`src/rtl/pipeline_control_unit.sv`:
```
// Pipeline execution controller: run / single-step / stop sequencing, automatic
// halt on a HALT instruction, and a full register-bank dump that streams one
// word per register to a downstream consumer with ready/valid handshaking.
module pipeline_control_unit #(
  parameter int unsigned NB_DATA     = 32,
  parameter int unsigned NB_REGISTER = 5,
  parameter int unsigned NB_COUNTER  = 32
) (
  input  logic                   i_clock,
  input  logic                   i_reset,
  input  logic                   i_cmd_valid,
  input  logic [1:0]             i_cmd,
  input  logic                   i_halt_detected,
  input  logic [NB_DATA-1:0]     i_reg_data,
  input  logic                   i_tx_ready,
  output logic                   o_valid,
  output logic [NB_REGISTER-1:0] o_reg_sel,
  output logic                   o_dump_sel_en,
  output logic [NB_DATA-1:0]     o_dump_data,
  output logic                   o_dump_valid,
  output logic                   o_halted,
  output logic                   o_busy,
  output logic [NB_COUNTER-1:0]  o_cycle_count
);

  typedef enum logic [2:0] {
    StIdle,
    StRun,
    StStep,
    StHalted,
    StDumpAddr,
    StDumpSend
  } state_e;

  localparam logic [1:0] CmdStop = 2'b00;
  localparam logic [1:0] CmdRun  = 2'b01;
  localparam logic [1:0] CmdStep = 2'b10;
  localparam logic [1:0] CmdDump = 2'b11;

  localparam logic [NB_REGISTER-1:0] LastReg  = '1;
  localparam logic [NB_REGISTER-1:0] RegOne   = NB_REGISTER'(1);
  localparam logic [NB_COUNTER-1:0]  CountMax = '1;
  localparam logic [NB_COUNTER-1:0]  CountOne = NB_COUNTER'(1);

  state_e                 state_q, state_d;
  state_e                 ret_q, ret_d;
  logic                   valid_q, valid_d;
  logic [NB_REGISTER-1:0] reg_sel_q, reg_sel_d;
  logic                   sel_en_q, sel_en_d;
  logic [NB_DATA-1:0]     dump_data_q, dump_data_d;
  logic                   dump_valid_q, dump_valid_d;
  logic                   halted_q, halted_d;
  logic                   busy_q, busy_d;
  logic [NB_COUNTER-1:0]  count_q, count_d;

  // Next-state and next-output decode; every output is registered from these.
  always_comb begin
    state_d      = state_q;
    ret_d        = ret_q;
    valid_d      = 1'b0;
    reg_sel_d    = reg_sel_q;
    sel_en_d     = sel_en_q;
    dump_data_d  = dump_data_q;
    dump_valid_d = dump_valid_q;
    halted_d     = halted_q;

    case (state_q)
      StIdle: begin
        if (i_cmd_valid) begin
          case (i_cmd)
            CmdRun: begin
              state_d = StRun;
              valid_d = 1'b1;
            end
            CmdStep: begin
              state_d = StStep;
              valid_d = 1'b1;
            end
            CmdDump: begin
              state_d   = StDumpAddr;
              ret_d     = StIdle;
              reg_sel_d = '0;
              sel_en_d  = 1'b1;
            end
            default: ;
          endcase
        end
      end
      StRun: begin
        // Halt takes priority over a simultaneous STOP.
        if (i_halt_detected) begin
          state_d  = StHalted;
          halted_d = 1'b1;
        end else if (i_cmd_valid && (i_cmd == CmdStop)) begin
          state_d = StIdle;
        end else begin
          valid_d = 1'b1;
        end
      end
      StStep: begin
        if (i_halt_detected) begin
          state_d  = StHalted;
          halted_d = 1'b1;
        end else begin
          state_d = StIdle;
        end
      end
      StHalted: begin
        if (i_cmd_valid && (i_cmd == CmdDump)) begin
          state_d   = StDumpAddr;
          ret_d     = StHalted;
          reg_sel_d = '0;
          sel_en_d  = 1'b1;
        end
      end
      StDumpAddr: begin
        // Bank read data for reg_sel_q is valid by the end of this cycle.
        dump_data_d  = i_reg_data;
        dump_valid_d = 1'b1;
        state_d      = StDumpSend;
      end
      StDumpSend: begin
        if (i_tx_ready) begin
          dump_valid_d = 1'b0;
          if (reg_sel_q == LastReg) begin
            reg_sel_d = '0;
            sel_en_d  = 1'b0;
            state_d   = ret_q;
          end else begin
            reg_sel_d = reg_sel_q + RegOne;
            state_d   = StDumpAddr;
          end
        end
      end
      default: state_d = StIdle;
    endcase

    busy_d  = (state_d == StRun) || (state_d == StStep) ||
              (state_d == StDumpAddr) || (state_d == StDumpSend);
    count_d = (valid_q && (count_q != CountMax)) ? count_q + CountOne : count_q;
  end

  // State and output registers with synchronous reset.
  always_ff @(posedge i_clock) begin
    if (i_reset) begin
      state_q      <= StIdle;
      ret_q        <= StIdle;
      valid_q      <= 1'b0;
      reg_sel_q    <= '0;
      sel_en_q     <= 1'b0;
      dump_data_q  <= '0;
      dump_valid_q <= 1'b0;
      halted_q     <= 1'b0;
      busy_q       <= 1'b0;
      count_q      <= '0;
    end else begin
      state_q      <= state_d;
      ret_q        <= ret_d;
      valid_q      <= valid_d;
      reg_sel_q    <= reg_sel_d;
      sel_en_q     <= sel_en_d;
      dump_data_q  <= dump_data_d;
      dump_valid_q <= dump_valid_d;
      halted_q     <= halted_d;
      busy_q       <= busy_d;
      count_q      <= count_d;
    end
  end

  assign o_valid       = valid_q;
  assign o_reg_sel     = reg_sel_q;
  assign o_dump_sel_en = sel_en_q;
  assign o_dump_data   = dump_data_q;
  assign o_dump_valid  = dump_valid_q;
  assign o_halted      = halted_q;
  assign o_busy        = busy_q;
  assign o_cycle_count = count_q;

endmodule
```
`config.mk`:
```
export PLATFORM = sky130hd
export DESIGN_NAME = pipeline_control_unit
export DESIGN_NICKNAME = d
export VERILOG_FILES = /design/src/rtl/pipeline_control_unit.sv
export SDC_FILE = /design/constraint.sdc
export NUM_CORES = 1
export LEC_CHECK = 0
export BUFFER_PORTS_ARGS = -buffer_cell sky130_fd_sc_hd__buf_2
export CELL_PAD_IN_SITES_DETAIL_PLACEMENT = 2
export CELL_PAD_IN_SITES_GLOBAL_PLACEMENT = 2
export CORE_ASPECT_RATIO = 1.4
export CORE_MARGIN = 1
export CORE_UTILIZATION = 26
export DETAILED_ROUTE_END_ITERATION = 16
export PLACE_DENSITY_LB_ADDON = 0.3
export SYNTH_ARGS = -nofsm -noshare
export SYNTH_HDL_FRONTEND = slang
export SYNTH_SLANG_ARGS = --single-unit
```
`constraint.sdc`:
```
create_clock -name i_clock -period 2.2 [get_ports i_clock]
set_input_delay 0 -clock i_clock [delete_from_list [all_inputs] [get_ports i_clock]]
set_output_delay 0 -clock i_clock [all_outputs]
set_load 0.01 [all_outputs]
```
==> impl_metrics.env <==
export IMPL_synth_cell_types=52
export IMPL_clkTransAtPathRegs_ps=60
export IMPL_cts_tree="built"
export IMPL_num_vias=3956
export IMPL_wl_mm=13.5
export IMPL_slew_headroom_pct=64.2
export IMPL_first_pass_iters=4
export IMPL_track_usage_pct=19.8
export IMPL_die_w_um=102
export IMPL_crit_reg2reg_launch="o_reg_sel[1]$_SDFFE_PP0P_"
export IMPL_fin_cells=800
export IMPL_synth_seq_cells=78
export IMPL_area_growth_pct=43.3
export IMPL_grt_max_degree=34
export IMPL_min_path_type="primary input to register"
export IMPL_start_util_pct=26.9
export IMPL_syn_area_um2=3620
export IMPL_layout_setup_ws_ps=118
export IMPL_synthMuxAreaShare_pct=1.49
export IMPL_status="complete, no violations"
export IMPL_die_area_um2=14400
export IMPL_drt_iter0_markers=59
export IMPL_dp_cells=754
export IMPL_place_hpwl_mm=9.51
export IMPL_hold_viol_final=0
export IMPL_cp_max_fo=5
export IMPL_top_level_ports=113
export IMPL_ys_async_sr_fraction_pct=0
export IMPL_p_per_area_nw_per_um2=660
export IMPL_numCtsBuffers=9
export IMPL_crit_start="o_reg_sel[1]$_SDFFE_PP0P_"
export IMPL_diodes=0
export IMPL_drc=0
export IMPL_port_buffers=112
export IMPL_avgSynthCellArea_um2=8.00
export IMPL_place_ws_ps=23.9
export IMPL_row_count=50
export IMPL_grt_pass1_wl_mm=22.0
export IMPL_place_gp_congestion=0.813
export IMPL_syn_num_nets=499
export IMPL_yosys_most_used_dff="dfxtp_1"
export IMPL_synthesis_instances=452
export IMPL_path_delay_family="simple AND/OR/NAND/NOR gates"
export IMPL_end_kind="register"
export IMPL_worst_path_buf_inv=0
export IMPL_final_cell_mix="112 x buf_2, 92 x nand2_1, 78 x dfxtp_1"
export IMPL_antenna_found_initial=0
export IMPL_critPathMaxStageDelay_ps=610
export IMPL_cts_sinks=78
export IMPL_skew_ps=9.49
export IMPL_ir_worst_vdd_mv=0.271
export IMPL_fin_nets=662
export IMPL_yosysWarningCount=0
export IMPL_cts_buffer_depth=2
export IMPL_synth_xor_area_share_pct=0.969
export IMPL_p_leak_nw=2.16
export IMPL_coreArea_um2=13500
export IMPL_yosys_area_share_simple_pct=29.7
export IMPL_worst_pin_slew_ps=532
export IMPL_ant_nets=0
export IMPL_synth_compound_area_share_pct=17.9
export IMPL_drive_gt1_share_pct=29.4
export IMPL_timing_critical_path_cells="ha_1, and3_1, ha_2, or2_2, or4b_2, a21oi_1"
export IMPL_wl_per_cell_um=16.9
export IMPL_critPathArrivalTime_ps=2350
export IMPL_worstHoldStart="i_halt_detected"
export IMPL_rsz0062_at_grt="no"
export IMPL_worstPathRequired_ps=2470
export IMPL_htree_levels=3
export IMPL_grt_remaining_overflow=0
export IMPL_setup_viol=0
export IMPL_cts_root_buf="clkbuf_16"
export IMPL_grt_pass1_vias=4411
export IMPL_crit_path_start_kind="register"
export IMPL_avgViaCountPerCell=4.95
export IMPL_slowest_stage="or4b_2"
export IMPL_synth_edff_count=0
export IMPL_ys_seq_area_share_pct=43.2
export IMPL_fmax_mhz=480
export IMPL_total_power_w=0.00342
export IMPL_period_needed_ps=2080
export IMPL_fin_crit_sh_pct=94.7
export IMPL_critical_path_class="register to register"
export IMPL_layout_commonest_cell="buf_2"
export IMPL_fin_setup_tns_ps=0
export IMPL_synth_top_family_by_area="simple AND/OR/NAND/NOR gates"
export IMPL_synthAdderAreaFrac_pct=2.77
export IMPL_clk_latency_ps=330
export IMPL_dieHeight_um=142
export IMPL_slew_viol_final=0
export IMPL_max_cap_violations=0
-- report_power, final --
part / internal, W / switching [W]
Combinational: 0.000158 / 0.000178
Sequential: 0.00145 / 0.0000346
Clock: 0.00101 / 0.000592
-- synthesized netlist by cell type, types with 4 or more instances --
cell,number,area [µm²]
inv_1,9,33.8
o21ai_0,21,105
a31oi_1,4,25.0
nor2_1,27,101
nor3_1,10,50.1
and3_1,7,43.8
dfxtp_1,78,1560
o31ai_1,6,45.0
ha_1,8,100
or3_1,17,106
a21oi_1,66,330
clkbuf_1,17,63.8
nand3_1,14,70.1
nand2_1,92,345
nand4_1,7,43.8
or4_1,4,30.0
-- through the flow --
step / utilization (%) / instance area, µm² / hold WS [ps]
finish: 38.5 / 5180 / 48.3
global route: 38.5 / 5180 / 40.7
CTS: 38.5 / 5170 / 33.6
detailed placement: 33.8 / 4540 / 250
global placement: 33.8 / 4540 / 241
floorplan: - / 3620 / 136
-- worst register-to-register path, stage by stage, from the launching register on --
cell and delay [ps]:
dfxtp_1 330, ha_1 210, and3_1 200, ha_2 200
or2_2 340, or4b_2 610, a21oi_1 130
-- area by class of cell --
cell class,instances,area [µm²]
Inverter,9,33.8
Clock buffer,10,239
Multi-Input combinational cell,340,1920
Timing Repair Buffer,177,1130
Tap cell,182,228
Sequential cell,78,1560
Fill cell,1553,8270
Clock inverter,4,72.6
-- repair_timing --
item | CTS | global route
setup buffers | 0 | 0
endpoints found under the hold margin | 32 | 0
hold buffers | 32 | 0
setup endpoints to repair | 0 | 3
resized for setup | 0 | 4
-- cells by family after synthesis --
logic type | after synthesis
muxes | 5
adders and majority gates | 8
DFF | 78
buffers and inverters | 34
AOI/OAI and AO/OA | 113
xor gates and xnor gates | 4
and+or+nand+nor | 210
-- flip-flops by register name, summed over array words and instances (netlist names) --
name           cells
o_reg_sel          5
o_dump_data       32
o_dump_valid       1
o_dump_sel_en      1
o_valid            1
state_q            3
o_busy             1
o_cycle_count     32
o_halted           1
ret_q              1
-- worst paths after layout --
path	endpoint	slack (ps)	cells after the start
hold / removal	o_halted$_SDFFE_PP0P_	50	3
hold reg to reg	o_dump_data[11]$_SDFFE_PP0N_	450	2
setup reg to reg	o_reg_sel[2]$_SDFFE_PP0P_	120	6
setup / recovery	o_reg_sel[2]$_SDFFE_PP0P_	120	6
-- per-layer routing --
metal  global-route usage [%]  vias up  share of wire (%)
met5                        0        -                  0
met4                     6.56        0                1.3
met3                     5.67       12                4.4
met2                     39.6       88                 57
met1                     18.5     1930                 37
li1                         -     1926                  -
(Power assumes the default switching activity.)
